==> config.mk <==
export PLATFORM = sky130hd
export DESIGN_NAME = uart_rx
export DESIGN_NICKNAME = d
export VERILOG_FILES = /design/src/rtl/uart_rx.sv
export SDC_FILE = /design/constraint.sdc
export NUM_CORES = 1
export LEC_CHECK = 0
export ABC_CLOCK_PERIOD_IN_PS = 2900
export BUFFER_PORTS_ARGS = -buffer_cell sky130_fd_sc_hd__buf_2
export CORE_MARGIN = 2
export CORE_UTILIZATION = 35
export CTS_CLUSTER_SIZE = 40
export DETAILED_ROUTE_END_ITERATION = 8
export PLACE_DENSITY = 0.58
export SYNTH_ARGS = -nofsm -noshare
export SYNTH_HDL_FRONTEND = slang
export SYNTH_SLANG_ARGS = --single-unit
==> constraint.sdc <==
create_clock -name clk_50M -period 2.9 [get_ports clk_50M]
set_input_delay 0.58 -clock clk_50M [delete_from_list [all_inputs] [get_ports clk_50M]]
set_output_delay 0.58 -clock clk_50M [all_outputs]
set_load 0.01 [all_outputs]
==> src/rtl/uart_rx.sv <==
// UART 8N1 receiver: synchronised line, mid-bit sampling,
// valid/read handshake with frame-error and overrun flags.
module uart_rx #(
   parameter int CLK_DIV   = 5208,
   parameter int DATA_BITS = 8
) (
   input  logic                 clk_50M,
   input  logic                 reset_n,
   input  logic                 uart_rxd,
   input  logic                 rx_read,
   output logic [DATA_BITS-1:0] rx_data,
   output logic                 rx_valid,
   output logic                 frame_err,
   output logic                 overrun,
   output logic                 rx_busy
);

   localparam int CW = $clog2(CLK_DIV);
   localparam int BW = $clog2(DATA_BITS + 1);
   localparam logic [CW-1:0] HALF_M1  = CW'(CLK_DIV / 2 - 1);
   localparam logic [CW-1:0] LAST     = CW'(CLK_DIV - 1);
   localparam logic [BW-1:0] LAST_BIT = BW'(DATA_BITS - 1);

   typedef enum logic [2:0] {
      IDLE,
      START,
      DATA,
      STOP,
      BRK
   } state_t;

   state_t               state;
   logic                 sync1;
   logic                 sync2;
   logic                 prev;
   logic                 fall;
   logic [CW-1:0]        cnt;
   logic [BW-1:0]        bit_idx;
   logic [DATA_BITS-1:0] shift;

   assign fall = prev & ~sync2;

   always_ff @(posedge clk_50M) begin
      if (!reset_n) begin
         sync1 <= 1'b1;
         sync2 <= 1'b1;
         prev  <= 1'b1;
      end else begin
         sync1 <= uart_rxd;
         sync2 <= sync1;
         prev  <= sync2;
      end
   end

   always_ff @(posedge clk_50M) begin
      if (!reset_n) begin
         state     <= IDLE;
         cnt       <= '0;
         bit_idx   <= '0;
         shift     <= '0;
         rx_data   <= '0;
         rx_valid  <= 1'b0;
         frame_err <= 1'b0;
         overrun   <= 1'b0;
         rx_busy   <= 1'b0;
      end else begin
         frame_err <= 1'b0;
         if (rx_read && rx_valid) begin
            rx_valid <= 1'b0;
            overrun  <= 1'b0;
         end
         unique case (state)
            IDLE: begin
               if (fall) begin
                  state   <= START;
                  cnt     <= '0;
                  rx_busy <= 1'b1;
               end
            end
            START: begin
               if (cnt == HALF_M1) begin
                  cnt <= '0;
                  if (sync2) begin
                     state   <= IDLE;
                     rx_busy <= 1'b0;
                  end else begin
                     state   <= DATA;
                     bit_idx <= '0;
                  end
               end else begin
                  cnt <= cnt + 1'b1;
               end
            end
            DATA: begin
               if (cnt == LAST) begin
                  cnt   <= '0;
                  shift <= {sync2, shift[DATA_BITS-1:1]};
                  if (bit_idx == LAST_BIT) begin
                     state <= STOP;
                  end else begin
                     bit_idx <= bit_idx + 1'b1;
                  end
               end else begin
                  cnt <= cnt + 1'b1;
               end
            end
            STOP: begin
               if (cnt == LAST) begin
                  cnt <= '0;
                  if (sync2) begin
                     // a read in this same cycle loses to the new byte
                     rx_data  <= shift;
                     rx_valid <= 1'b1;
                     overrun  <= rx_valid & ~rx_read;
                     state    <= IDLE;
                     rx_busy  <= 1'b0;
                  end else begin
                     frame_err <= 1'b1;
                     state     <= BRK;
                  end
               end else begin
                  cnt <= cnt + 1'b1;
               end
            end
            BRK: begin
               if (sync2) begin
                  state   <= IDLE;
                  rx_busy <= 1'b0;
               end
            end
            default: begin
               state   <= IDLE;
               rx_busy <= 1'b0;
            end
         endcase
      end
   end

endmodule

# Yosys cells after proc, flatten, opt, wreduce, memory -nomap -nowiden
# Index checks and enable logic that the tools add are counted.
[op_classes]
n_reduce_logical = 12
n_addsub = 2
mux = 32
bitwise_logic = 5
eq_ne = 15
[op_table]
columns = ["cell", "count"]
rows = [
  ["two-way mux 13 bit", 3],
  ["one-hot mux 13 bit (3 select lines)", 1],
  ["two-way mux 3 bit", 7],
  ["two-way mux 4 bit", 4],
  ["!= test 2 bit (second input constant)", 8],
  ["one-hot mux 3 bit (5 select lines)", 1],
  ["adder 13 x 1 -> 13 bit (second input constant)", 1],
  ["== test 13 x 12 -> 1 bit (second input constant)", 1],
  ["== test 13 bit (second input constant)", 1],
  ["two-way mux 1 bit", 13],
  ["one-hot mux 4 bit (2 select lines)", 1],
  ["== test 3 x 2 -> 1 bit (second input constant)", 2],
  ["AND reduction 3 bit", 2],
  ["AND reduction 6 bit", 1],
  ["one-hot mux 1 bit (5 select lines)", 1],
  ["AND reduction 5 bit", 1],
  ["adder 4 x 1 -> 4 bit (second input constant)", 1],
  ["== test 4 x 3 -> 1 bit (second input constant)", 1],
  ["AND reduction 2 bit", 2],
  ["AND reduction 4 bit", 1],
  ["== test 3 x 1 -> 1 bit (second input constant)", 1],
  ["== test 3 bit (second input constant)", 1],
  ["zero test 3 bit", 1],
  ["inverter 1 bit", 3],
  ["6 further kinds", 7],
]
[word_totals]
out_inout_bits = 12
inputBits = 4
word_cells = 78
ff_bits = 43

# Longest topological paths before layout
# Gate-level depths: netlist (run 1).
[depth]
depth_word = 5
ltp_mapped = 7
ltp_nobuf = 6

# Least setup slack after synthesis (run 1)
# Ideal clock, no wire load.
[synth_timing]
kind = "flip-flop to flip-flop"
from = "register cnt[0]"
to = "register cnt[1]"
synth_period_minus_slack_ns = 1.725
t_arrival_ns = 1.596
path_slack_ns = 1.175
n_path_buf = 1
required_time_ns = 2.771
setup_time_ns = 0.129
path_stages_with_launch = 8
cell_sequence = "dfxtp_1 ha_1 nor4bb_1 nand3_1 a22o_1 buf_2 a22oi_1 nor2_1"
[synth_via]
elab_chain_len = 3
elab_cells_between_ends = 6
[synth_lines]
columns = ["item", "line_no", "text"]
rows = [
  ["start: declaration", "37", "logic [CW-1:0] cnt;"],
  ["start signal: assignment", "91", "cnt <= cnt + 1'b1;"],
  ["start signal: assignment", "104", "cnt <= cnt + 1'b1;"],
  ["start signal: assignment", "122", "cnt <= cnt + 1'b1;"],
  ["adder 13 x 1 -> 13 bit, or another cell as far along", "91, 104, 122", ""],
  ["two-way mux 13 bit, on equally long branches", "95, 108, 81", ""],
  ["one-hot mux 13 bit (3 select lines) *", "72", "unique case (state)"],
]
# Mark *: on every way between the ends. The rest lies on a longest branch, timed or not.
# A chain may end at the register's enable or synchronous reset.

# Worst setup path after layout (run 1)
[layout_timing]
from = "register cnt[0]"
to = "register cnt[9]"
# Same word-level chain as after synthesis.

==> out/metrics.cfg, run 1 <==
[grt]
gr-total-overflow = 0
grt_pass1_wl_um = 7180
antenna_found_initial = 0
grt_pass1_vias = 1533
grt_max_degree = 21
grt_usage = 0.143

[clock_tree]
cts_max_level = 2
cts_hold_buf = 0
tritoncts = yes
cts_root_buffer = clkbuf_8
cts_sinks = 43
cts.path.max_buffers = 2
clk_latency_ns = 0.31
cts.clk_slew.worst_paths_ns = 0.09
cts_resized = 0
tritoncts.num_buffers = 5
cts_setup_buffers = 0

[timing]
setup_violations = 0
tns_ns = 0
worst_slew_pin_slew_ns = 0.520
finalClockSkew_ns = 0.0134
hold_violations = 0
drv_slew = 0
fin_crit_sh = 0.719
fmax_mhz = 480
rsz0062_at_grt = no
slew_headroom = 0.650
fin_crit_ns = 2.08

[synth]
netlist_top_cells_count = dfxtp_1, nand2_1, a21oi_1, nand3_1, nor2_1
synth_ff_type = dfxtp_1
avgSynthCellArea_um2 = 8.32
synthCells = 246
async_reset_ff_frac = 0
synth_nets = 252
synth.area.top_cells = dfxtp_1, nand2_1, a21oi_1
synth_edf_count = 0
synth_top_area_share = 0.421
synth_most_common_cell = dfxtp_1
seq_area_frac_synth = 0.421
synth_area_leader_cell = dfxtp_1
yosysWarningCount = 0
syn_area_mm2 = 0.00205
ys_types = 46
ys_ff_latch = 43

[setup_path]
critPathRequiredTime_ns = 3.14
end_kind = flop
cp-startpoint = cnt[0]
crit_fanout = 14
cp.arrival_ns = 2.33
path_class = flop to flop
start_kind = flop
r2r_start = cnt[0]

[drt]
antenna_left = 0
routed_via_density = 5.20
drt_pre_antenna_iters = 4
drc = 0
post_drt_wl_per_cell_um = 12.9
routed_wl_um = 4240
dr_total_vias = 1707
drt-initial-drc-count = 114

[floorplan]
core-area_mm2 = 0.00557
start_util = 0.367
dieArea_mm2 = 0.00647
die_h_um = 80.5
die_w_um = 80.5
rows = 27
top_level_ports = 16

[pwr]
leakage_uw = 0.000738
peakVddDrop_v = 0.000193
p_per_area_mw_per_mm2 = 509

[run_status]
status = finished clean

[final_layout]
fill_cells = 578
area_delta_synth_final_pct = 9.48
nets = 261
final_area_mm2 = 0.00224
diodes = 0
layout-drive-gt1-share = 0.148

[place]
gp_congestion = 0.826
io_buffers = 15
dpl_cell_area_mm2 = 0.00214
dp_hpwl_um = 2960

[flow_run]
max_cap_violations = 0

[min_path]
hold_path.class = flop to flop
min_from = sync1

worst max-delay path: stages, from the launching register on:
cell and delay (ns):
dfxtp_1 0.34, ha_1 0.25, and2_1 0.22, nand4_4 0.15, a22o_1 0.50, or3b_1 0.41
a31oi_1 0.15
cell families after synthesis:
family / after synthesis / share of synthesized area
xor gates and xnor gates: 4 / 0.0171
AOI/OAI and AO/OA: 50 / 0.150
and+or+nand+nor: 126 / 0.341
buffers and inverters: 19 / 0.0495
adders and majority gates: 2 / 0.0122
DFF: 43 / 0.421
muxes: 2 / 0.00979
final timing paths:
kind,cells after the start,end,slack (ns)
setup / recovery,6,cnt[9],0.82
hold / removal,1,sync2,0.43
setup reg to reg,6,cnt[9],0.82
hold reg to reg,1,sync2,0.43
through the flow:
step | setup slack (ns) | hold WS (ns) | utilization | total power, uW | cells
after floorplan | 1.17 | 0.386 | - | 705 | 246
after global placement | 0.895 | 0.428 | 0.383 | 726 | 320
after detailed placement | 0.867 | 0.407 | 0.383 | 726 | 320
after CTS | 0.838 | 0.436 | 0.402 | 1150 | 328
after global routing | 0.712 | 0.469 | 0.402 | 1190 | 328
final | 0.815 | 0.429 | 0.402 | 1140 | 328
per-layer routing:
layer | track usage | routed length, um
met4 | 0.0559 | 68
met5 | 0 | 0
met2 | 0.211 | 1770
met3 | 0.0371 | 208
met1 | 0.199 | 2190
sequential cells by signal, summed over array words and instances, names as in the netlist:
name / count
cnt: 13
rx_data: 8
shift: 8
bit_idx: 4
state: 3
frame_err: 1
overrun: 1
prev: 1
rx_busy: 1
rx_valid: 1
sync1: 1
sync2: 1
cells in the final DEF, fill, tap and decap left out, types with 7 or more instances in the layout:
master     n
buf_2     15
nand2b_1   8
dfxtp_1   43
nand3_1   22
o21ai_0    7
a21oi_1   28
nor2_1    15
nand2_1   39
clkbuf_8   7
final cells by class:
| type | instances | area (um2) | share of cell area |
|---|---|---|---|
| tap | 72 | 90.1 | 0.0402 |
| inverter | 5 | 18.8 | 0.00838 |
| multi-input combinational | 184 | 1080 | 0.484 |
| clock buffer | 7 | 96.3 | 0.0430 |
| timing repair buffer | 16 | 82.6 | 0.0369 |
| clock inverter | 1 | 7.51 | 0.00335 |
| sequential | 43 | 861 | 0.384 |
power by group:
group	total, uW	switching (uW)	internal (uW)	leakage [uW]
Clock	428	211	217	0.0000505
Combinational	96.4	62.4	34.1	0.000340
Sequential	616	15.5	601	0.000347
Total	1140	289	852	0.000738
(Power assumes the default switching activity.)
==> run 2, diff against run 1 <==
--- a/config.mk
+++ b/config.mk
@@ -5,7 +5,8 @@
 export SDC_FILE = /design/constraint.sdc
 export NUM_CORES = 1
 export LEC_CHECK = 0
-export ABC_CLOCK_PERIOD_IN_PS = 2900
+export ABC_AREA = 1
+export ABC_CLOCK_PERIOD_IN_PS = 2029
 export BUFFER_PORTS_ARGS = -buffer_cell sky130_fd_sc_hd__buf_2
 export CORE_MARGIN = 2
 export CORE_UTILIZATION = 35
==> constraint.sdc (replaced) <==
create_clock -name clk_50M -period 2.03 [get_ports clk_50M]
set_input_delay 0.406 -clock clk_50M [delete_from_list [all_inputs] [get_ports clk_50M]]
set_output_delay 0.406 -clock clk_50M [all_outputs]
set_load 0.01 [all_outputs]
==> run 2 against run 1 <==
Total power is 120% higher. Global-route usage is 0.23 points lower. Sequential cell count unchanged. Largest cell class unchanged. Setup slack got worse by 0.54 ns. Routed wire length shrank 2.4%. Final cell count is 16% higher. Largest power group unchanged.
==> out/metrics.cfg, run 2 <==
[synth]
yosysWarningCount = 0  ; unchanged
synth_nets = 293  ; was 252
ys_types = 27  ; was 46
synth.area.top_cells = dfxtp_1, nand2_1, a21oi_1  ; unchanged
synth_ff_type = dfxtp_1  ; unchanged
netlist_top_cells_count = nand2_1, dfxtp_1, inv_1, nor2_1, a21oi_1  ; was dfxtp_1, nand2_1, a21oi_1, nand3_1, nor2_1
synth_most_common_cell = nand2_1  ; was dfxtp_1
synth_edf_count = 0  ; unchanged
avgSynthCellArea_um2 = 7.13  ; was 8.32 um2
synth_top_area_share = 0.421  ; unchanged
synth_area_leader_cell = dfxtp_1  ; unchanged
syn_area_mm2 = 0.00205  ; unchanged
synthCells = 287  ; was 246
async_reset_ff_frac = 0  ; unchanged
seq_area_frac_synth = 0.421  ; unchanged
ys_ff_latch = 43  ; unchanged

[drt]
drt_pre_antenna_iters = 4  ; unchanged
wl_met2_um = 1710  ; was 1770 um
drt-initial-drc-count = 144  ; was 114
top_layer_used = met4  ; unchanged
routed_wl_um = 4140  ; was 4240 um
wl_met1_um = 2200  ; was 2190 um
drc = 0  ; unchanged
dr_total_vias = 1770  ; was 1,707
post_drt_wl_per_cell_um = 10.9  ; was 12.9 um
wl_met3_um = 148  ; was 208 um
antenna_left = 0  ; unchanged
routed_via_density = 4.66  ; was 5.20

[run_status]
status = finished clean  ; unchanged

[setup_path]
critPathBufInv = 0  ; unchanged
cp_cell_sequence = ha_1 -> nand2_1 -> nor2_2 -> nand3_4 -> nand2_2 -> nand2_2 -> o21ai_4 -> nor2_1  ; was ha_1 -> and2_1 -> nand4_4 -> a22o_1 -> or3b_1 -> a31oi_1
end_kind = flop  ; unchanged
crit_fanout = 9  ; was 14
start_kind = flop  ; unchanged
slowest_stage = dfxtp_1  ; was a22o_1
slowest_delay_ns = 0.37  ; was 0.50 ns
cpLargestDelayFamily = simple AND/OR/NAND/NOR gates  ; unchanged
path_class = flop to flop  ; unchanged
critPathRequiredTime_ns = 2.22  ; was 3.14 ns
ff2ff_setup_slack_ns = 0.27  ; was 0.82 ns
cp.arrival_ns = 1.95  ; was 2.33 ns
crit_top_cell = nand2_2

[timing]
fmax_mhz = 569  ; was 480 MHz
tns_ns = 0  ; unchanged
setup_violations = 0  ; unchanged
fin_crit_sh = 0.865  ; was 0.719
fin_crit_ns = 1.76  ; was 2.08 ns
finalClockSkew_ns = 0.0114  ; was 0.0134 ns
slew_headroom = 0.718  ; was 0.650
rsz0062_at_grt = no  ; unchanged
drv_slew = 0  ; unchanged
worst_slew_pin_slew_ns = 0.421  ; was 0.520 ns
hold_violations = 0  ; unchanged

[clock_tree]
tritoncts = yes  ; unchanged
cts_root_buffer = clkbuf_8  ; unchanged
cts_setup_buffers = 0  ; unchanged
clk_latency_ns = 0.30  ; was 0.31 ns
cts.clk_slew.worst_paths_ns = 0.09  ; about the same
cts.path.max_buffers = 2  ; unchanged
cts_sinks = 43  ; unchanged
tritoncts.num_buffers = 5  ; unchanged
cts_max_level = 2  ; unchanged
cts_hold_buf = 0  ; unchanged
cts_resized = 0  ; unchanged

[final_layout]
max_flop_register = cnt  ; unchanged
diodes = 0  ; unchanged
area_delta_synth_final_pct = 13.5  ; was 9.48%
instances_no_fill = 380  ; was 328
nets = 313  ; was 261
final_common_cell = nand2_1  ; was dfxtp_1
layout-drive-gt1-share = 0.162  ; was 0.148
fill_cells = 559  ; was 578
final-seq-area_um2 = 861  ; unchanged
most-common-layout-cells = nand2_1, dfxtp_1, inv_1, nor2_1, a21oi_1  ; was dfxtp_1, nand2_1, a21oi_1
reg_top3 = cnt x13, rx_data x8, shift x8  ; unchanged
multi_input_area_um2 = 993  ; was 0.00108 mm2
largest_register_ffs = 13  ; unchanged

[place]
dp_cells = 372  ; was 320
io_buffers = 15  ; unchanged
gp_congestion = 0.879  ; was 0.826
dp_hpwl_um = 3000  ; was 2960 um

[floorplan]
rows = 27  ; unchanged
start_util = 0.367  ; unchanged
core-area_mm2 = 0.00557  ; unchanged
dieArea_mm2 = 0.00647  ; unchanged
die_h_um = 80.5  ; unchanged
top_level_ports = 16  ; unchanged
die_w_um = 80.5  ; unchanged

[grt]
grt_pass1_vias = 1589  ; was 1,533
grt_usage = 0.141  ; was 0.143
grt_pass1_wl_um = 7110  ; was 7180 um
gr-total-overflow = 0  ; unchanged
antenna_found_initial = 0  ; unchanged
grt_max_degree = 27  ; was 21

[pwr]
leakage_uw = 0.000952  ; was 0.000738 uW
peakVddDrop_v = 0.000395  ; was 0.000193 V
p_per_area_mw_per_mm2 = 1070  ; was 509 mW/mm2

[flow_run]
max_cap_violations = 0  ; unchanged

[min_path]
hold_path.class = input pin to flop  ; was flop to flop

-- run 2: power breakdown --
group	internal [uW]	switching [uW]
clock	405	306
combinational	262	540
sequential	901	69.7
total	1570	916
-- run 2: through the flow --
step	hold slack, ns	setup slack [ns]	area (um2)	power (uW)	util
6_report	0.293	0.273	2320	2480	0.416
5_1_grt	0.299	0.0812	2320	2660	0.416
4_1_cts	0.290	0.246	2320	2500	0.416
3_5_place_dp	0.400	0.252	2200	1790	0.395
3_3_place_gp	0.403	0.286	2200	1790	0.395
2_1_floorplan	0.393	0.524	2050	1620	-
-- run 2: worst reg2reg max path, stage by stage, from the launching register on --
cell,delay (ns)
dfxtp_1,0.37
ha_1,0.21
nand2_1,0.13
nor2_2,0.19
nand3_4,0.16
nand2_2,0.14
nand2_2,0.10
o21ai_4,0.26
nor2_1,0.08
-- run 2: area by class of cell --
class	count	area share
clock buffers	6	0.0356
clock inverters	2	0.0167
inverters	40	0.0647
multi-input cells	198	0.428
flip-flops and latches	43	0.371
well taps	72	0.0388
repair buffers	19	0.0453
-- run 2: cell families after synthesis --
logic type	count (synthesis)	synth area share
flops	43	0.421
xor+xnor	4	0.0171
compound gates	53	0.143
fa+ha+maj	2	0.0122
buf+inv	46	0.0936
simple gates	139	0.313
-- run 2: worst paths after layout --
path             to  cells past startpoint  startpoint
max          cnt[0]                      8      cnt[0]
min           sync1                      2    uart_rxd
min reg2reg   sync2                      1       sync1
max reg2reg  cnt[0]                      8      cnt[0]
-- run 2: metal layers --
metal,up-vias,track usage
met4,0,0.0508
met1,782,0.191
li1,954,-
met2,27,0.213
met3,7,0.0404
met5,-,0
